`src/rtl/mux4.sv`:
```
// Four-input single-bit mux with a registered output, select-change detection,
// a saturating select-change counter and registered edge pulses on the output.
module mux4 #(
  parameter int CNT_W = 8
) (
  input  logic             clk,
  input  logic             rst,
  input  logic             d0,
  input  logic             d1,
  input  logic             d2,
  input  logic             d3,
  input  logic [1:0]       sel,
  output logic             z,
  output logic             z_q,
  output logic             sel_chg,
  output logic [CNT_W-1:0] chg_cnt,
  output logic             z_rise,
  output logic             z_fall
);

  localparam logic [CNT_W-1:0] CNT_MAX = {CNT_W{1'b1}};
  localparam logic [CNT_W-1:0] CNT_ONE = {{(CNT_W-1){1'b0}}, 1'b1};

  logic             zr_q,      zr_d;
  logic [1:0]       sel_q,     sel_d;
  logic             primed_q,  primed_d;
  logic             chg_q,     chg_d;
  logic [CNT_W-1:0] cnt_q,     cnt_d;
  logic             rise_q,    rise_d;
  logic             fall_q,    fall_d;

  // Unknown select bits fall through to default so simulation shows X on z.
  always_comb begin
    case (sel)
      2'b00:   z = d0;
      2'b01:   z = d1;
      2'b10:   z = d2;
      2'b11:   z = d3;
      default: z = 1'bx;
    endcase
  end

  // primed_q masks change/edge detection on the first edge after reset,
  // when sel_q and zr_q hold reset values rather than real history.
  always_comb begin
    zr_d     = z;
    sel_d    = sel;
    primed_d = 1'b1;
    chg_d    = primed_q && (sel != sel_q);
    rise_d   = primed_q && !zr_q && z;
    fall_d   = primed_q && zr_q && !z;
    cnt_d    = cnt_q;
    if (chg_d && (cnt_q != CNT_MAX)) begin
      cnt_d = cnt_q + CNT_ONE;
    end
  end

  always_ff @(posedge clk) begin
    if (rst) begin
      zr_q     <= 1'b0;
      sel_q    <= 2'b00;
      primed_q <= 1'b0;
      chg_q    <= 1'b0;
      cnt_q    <= '0;
      rise_q   <= 1'b0;
      fall_q   <= 1'b0;
    end else begin
      zr_q     <= zr_d;
      sel_q    <= sel_d;
      primed_q <= primed_d;
      chg_q    <= chg_d;
      cnt_q    <= cnt_d;
      rise_q   <= rise_d;
      fall_q   <= fall_d;
    end
  end

  assign z_q     = zr_q;
  assign sel_chg = chg_q;
  assign chg_cnt = cnt_q;
  assign z_rise  = rise_q;
  assign z_fall  = fall_q;

endmodule

```
`config.mk`:
```
export PLATFORM = sky130hd
export DESIGN_NAME = mux4
export DESIGN_NICKNAME = d
export VERILOG_FILES = /design/src/rtl/mux4.sv
export SDC_FILE = /design/constraint.sdc
export NUM_CORES = 1
export LEC_CHECK = 0
export CAP_MARGIN = 10
export CORE_MARGIN = 1.5
export CORE_UTILIZATION = 40
export CTS_BUF_LIST = sky130_fd_sc_hd__clkbuf_8
export DETAILED_ROUTE_END_ITERATION = 7
export DONT_BUFFER_PORTS = 1
export GPL_ROUTABILITY_DRIVEN = 0
export HOLD_SLACK_MARGIN = 0.05
export MAX_ROUTING_LAYER = met4
export PLACE_DENSITY_LB_ADDON = 0.12
export SLEW_MARGIN = 40
export SYNTH_ARGS = -nofsm -noshare
export SYNTH_HDL_FRONTEND = slang
export SYNTH_SLANG_ARGS = --single-unit
export TNS_END_PERCENT = 10
```
`constraint.sdc`:
```
create_clock -name clk -period 1.6 [get_ports clk]
set_clock_uncertainty 0.2 [all_clocks]
set_input_delay 0.32 -clock clk [delete_from_list [all_inputs] [get_ports clk]]
set_output_delay 0.32 -clock clk [all_outputs]
set_load 0.05 [all_outputs]
```
* After elaboration in Yosys (flattened, before gate mapping)
Cells that the tools add are included.
** Word-level totals
- Register bits :: 15
- Input port bits :: 8
- Output and inout port bits :: 13
** Cells by class
- $add $sub $neg :: 1
- Equality and inequality tests :: 5
- Multiplexer cells :: 2
- Reductions and logical operators :: 9
** Operator list (number)
- 8-bit by 1-bit adder with 8-bit output, second input constant :: 1
- 8-bit inequality test, second input constant :: 1
- 1-bit logical AND :: 6
- 2-bit == test, second input constant :: 2
- 1-bit one-hot mux with 4 select lines :: 1
- 2-bit by 1-bit == test with 1-bit output, second input constant :: 1
- 1-bit logical NOT :: 2
- 2-bit logical NOT :: 1
- 2-bit inequality test :: 1
- 1-bit two-way mux :: 1

* Longest topological paths before layout
- Depth after elaboration :: 4
- Mapped depth :: 5
- Mapped depth without buffers :: 5

* Worst setup path before layout
No wires, ideal clock.
- Path kind :: register -> register
- Start point :: register cnt_q[0], in the netlist chg_cnt[0]
- End point :: register cnt_q[5], in the netlist chg_cnt[5]
- Arrival :: 1.577 ns
- Setup slack :: -0.309 ns
- Cell stages (with the launch flop) :: 6
- Buffers on the path :: 0
- Period minus slack after synthesis :: 1.909 ns
- Path through :: dfxtp_1 > ha_1 > nand3_1 > nor2_1 > or4_1 > a21oi_1
** On the way
- Cells in the longest elaborated chain, start to end :: 2
** RTL lines
- start, declared :: line 28 : logic [CNT_W-1:0] cnt_q, cnt_d;
- start signal, assigned :: line 72 : cnt_q <= cnt_d;
- branches (longest 2 deep; another with 8-bit by 1-bit adder with 8-bit output)
Parallel ways; which one is timed is not known.
A chain may end at the register's enable or synchronous reset.

* Worst setup path in the final report
- Start point :: register sel_q[0]
- End point :: register cnt_q[4], in the netlist chg_cnt[4]
** On the way
- Cells in the longest elaborated chain, start to end :: 3
** RTL lines
- start, declared :: line 25 : logic [1:0] sel_q, sel_d;
- start signal, assigned :: line 69 : sel_q <= sel_d;
- 2-bit inequality test :: line 49 : chg_d = primed_q && (sel != sel_q);
- 1-bit logical AND :: line 49
- 1-bit logical AND :: line 53 : if (chg_d && (cnt_q != CNT_MAX)) begin
Every way passes these cells.

==> results by group <==
STA
  – Post-layout minimum cycle time: between 1500 and 2000 ps
  – Fmax: between 600 and 700 MHz
  – RSZ-0062 raised after global routing: yes
  – Final hold vios: 8
  – Setup violations, final: 0
  – Final Cycle Share: a little over nine tenths
  – Slew @ Worst Pin: roughly 520 ps
  – Fin. max-slew vios: 0
  – Hold_ws: -77.6 ps
  – Max transition margin: around two thirds
  – Setup TNS: 0 ps
  – Final Worst Setup Slack: 26.6 ps

Critical path
  – Worst setup SP type: register
  – Crit path from: sel_q[0]
  – WS Path Type: reg2reg
  – Worst Path Arrival: about 1600 ps
  – CP Max Fanout: 8
  – Worst setup EP type: register
  – R2R Path Start: sel_q[0]
  – Reg2Reg Depth: 4
  – CP Data Required Time: around 1600 ps

Run
  – MaxCap Viol Count: 0

Power and ir drop
  – Power share of the clock group: between 30 and 40%
  – Sw Pwr: 0.228 mW
  – Pleak: 0.355 nW
  – Maximum vdd drop: roughly 0.00056 V
  – Reg power frac: 50.0%
  – Power Internal: around 0.6 mW
  – Sw Ratio: approximately 27%
  – Power Total: between 0.8 and 0.9 mW
  – Comb pwr share: around 14%
  – PwrDens: 890 nW/um2

Global routing
  – GRT Overall Usage: 17.0%
  – Largest net degree at the start of global routing: 12
  – Initial antenna violation count: 0
  – Vias in the first global route: slightly above 500
  – Global-route wire length before repair: 2210 um
  – Grt ovf: 0

Synthesis
  – Post-synthesis compound-gate area fraction: between 15 and 20%
  – Largest area contributor in the netlist: dfxtp_1
  – Syn Area/Cell: between 9 and 10 um2
  – Main combinational cell family by area after synthesis: simple AND/OR/NAND/NOR gates
  – Asr flop ratio synth: 0%
  – Most used DFF post-synth: dfxtp_1
  – Post-synthesis register bit count: 15
  – Post-Synth Adder-Cell Area: under 10%
  – Area share of the largest cell type after synthesis: ~47%
  – Syn Inst Count: 65
  – Yosys warns: 0
  – Synth unique cells: 29
  – Synth top area cells: dfxtp_1 47%, a21oi_1 4.7%, mux4_1 4.1%
  – Simple-gate portion of the synthesized area: a little under a quarter
  – Syn Nets: 74
  – EDFF count, synth: 0
  – Mux cell area share after synthesis: roughly 5.7%
  – Sequential fraction of the synthesis area: about 47%
  – Synth Cell Area: roughly 640 um2
  – Post-Synth XOR/XNOR Area: around 2.8%

Place
  – Dpl cell area: about 770 um2
  – Pre-CTS setup slack: -89.5 ps
  – Placed instance count: 95
  – DP Wirelength: 967 um
  – # port buffers: 0

Floorplanning
  – Num rows: 14
  – Die Ht: 42.9 um
  – Die Area: ~1800 um2
  – # IOs: 21
  – Initial Util: 42.3%
  – Die width: 42.9 um
  – CORE AREA: approximately 1500 um2

Drt
  – DRC viols: 0
  – Post-DRT Antenna Nets: 0
  – Detailed Routing Iterations Pass 1: 4
  – Starting DRT DRC Count: 7
  – Drt total wl: between 1000 and 1500 um
  – Vias per cell: 5.75
  – Via Count: a little under 600
  – Routed len/inst: ~14 um

Clocking
  – Clk Latency, worst-skew pair: 240 ps
  – Num CTS Buffers: 3
  – Clk pin slew, worst setup/hold paths: around 60 ps
  – CTS tree: done
  – Root Buffer: clkbuf_8
  – Hold_buf cts: 3
  – H-Tree Level Count: 1
  – CTS sink cnt: 15
  – Longest Clk Path Bufs: 2

Hold path
  – Min-delay src: rst
  – WHS Path Cells: 1
  – HP Class: in2reg

Outcome
  – Failing checks: hold timing
  – Outcome: finished, violations left

Finish
  – Ant. Diodes: 0
  – Layout cells sized above 1: 46.5%
  – Final nets: 96
  – Post-route insts no fill: around 100
  – Final Cell Area: 946 um2
  – Area added between synthesis and finish: 48.5%
==> synth_stat cells (2+ instances only) <==
cell,count
and4b_1,2
a21oi_1,6
nand2_1,3
or3_1,2
o21ai_0,2
or4_1,3
nor2b_1,3
dfxtp_1,15
nor2_1,3
and2_1,2
inv_1,2
xor2_1,2
nand3_1,2
o31ai_1,3
==> routing by layer <==
| metal | up-vias | GRT usage [%] | share of wire (%) |
|---|---|---|---|
| li1 | 289 | - | - |
| met1 | 279 | 21.5 | 47 |
| met2 | 15 | 25.8 | 48 |
| met3 | 4 | 4.26 | 3.8 |
| met4 | 0 | 7.50 | 1.5 |
| met5 | - | - | 0 |
==> worst max-delay path, cell delays in order (launching register included) <==
cell and delay (ps):
dfxtp_4 360, xor2_4 200, o21ai_4 120, or4_1 510
a21oi_1 120
==> sequential cells by signal (all words and copies together), names as in the netlist <==
signal and cells:
sel_q 2, z_q 1, z_rise 1, chg_cnt 8, z_fall 1, primed_q 1, sel_chg 1
==> power groups by stage <==
| stage | sequential [mW] | clock, mW | combinational, mW |
|---|---|---|---|
| after floorplan | 0.440 | 0 | 0.0513 |
| after CTS | 0.418 | 0.312 | 0.105 |
| after global placement | 0.425 | 0 | 0.0947 |
| after detailed placement | 0.425 | 0 | 0.0950 |
| after global routing | 0.422 | 0.335 | 0.122 |
| final | 0.421 | 0.307 | 0.114 |
==> final cells by class <==
cell class	count	area (um2)
Clock buffer	3	41.3
Multi-Input combinational cell	46	407
Fill cell	127	561
Tap cell	16	20.0
Inverter	2	7.51
Clock inverter	1	5.00
Timing Repair Buffer	19	154
Sequential cell	15	312
==> per-stage QoR <==
stage,hold WS (ps),util (%)
CTS,-75.3,58.1
detailed placement,186,51.3
global placement,183,51.3
finish,-77.6,62.8
global route,-85.8,62.8
floorplan,232,-
==> logic make-up (layout without fill, tap and decap cells) <==
family,after synthesis,in the layout
AOI/OAI and AO/OA,17,17
buffers and inverters,4,25
DFF,15,15
muxes,2,2
xor gates and xnor gates,2,2
adders and majority gates,1,1
and+or+nand+nor,24,24
==> cell usage in the layout (no fill, tap or decap), types with 2 or more instances in the layout <==
cell,synthesis,routed
nand2_1,3,3
inv_1,2,2
o31ai_1,3,3
or4_1,3,2
a21oi_2,0,2
clkbuf_8,0,3
dlygate4sd3_1,0,3
and4b_1,2,2
buf_4,0,15
o21ai_0,2,2
nor2_1,3,2
dfxtp_1,15,8
nor2b_1,3,3
a21oi_1,6,4
and2_1,2,2
dfxtp_2,0,6
==> final timing paths <==
path | endpoint | slack (ps)
max | chg_cnt[4] | 30
min | chg_cnt[3] | -80
max reg2reg | chg_cnt[4] | 30
min reg2reg | chg_cnt[4] | 310
==> timing repair <==
action | CTS | global route
buffers inserted | 0 | 0
setup endpoints to repair | 6 | 6
hold endpoints to repair | 11 | 8
pin swaps | 0 | 8
gates resized for setup | 5 | 14
(Power assumes the default switching activity.)
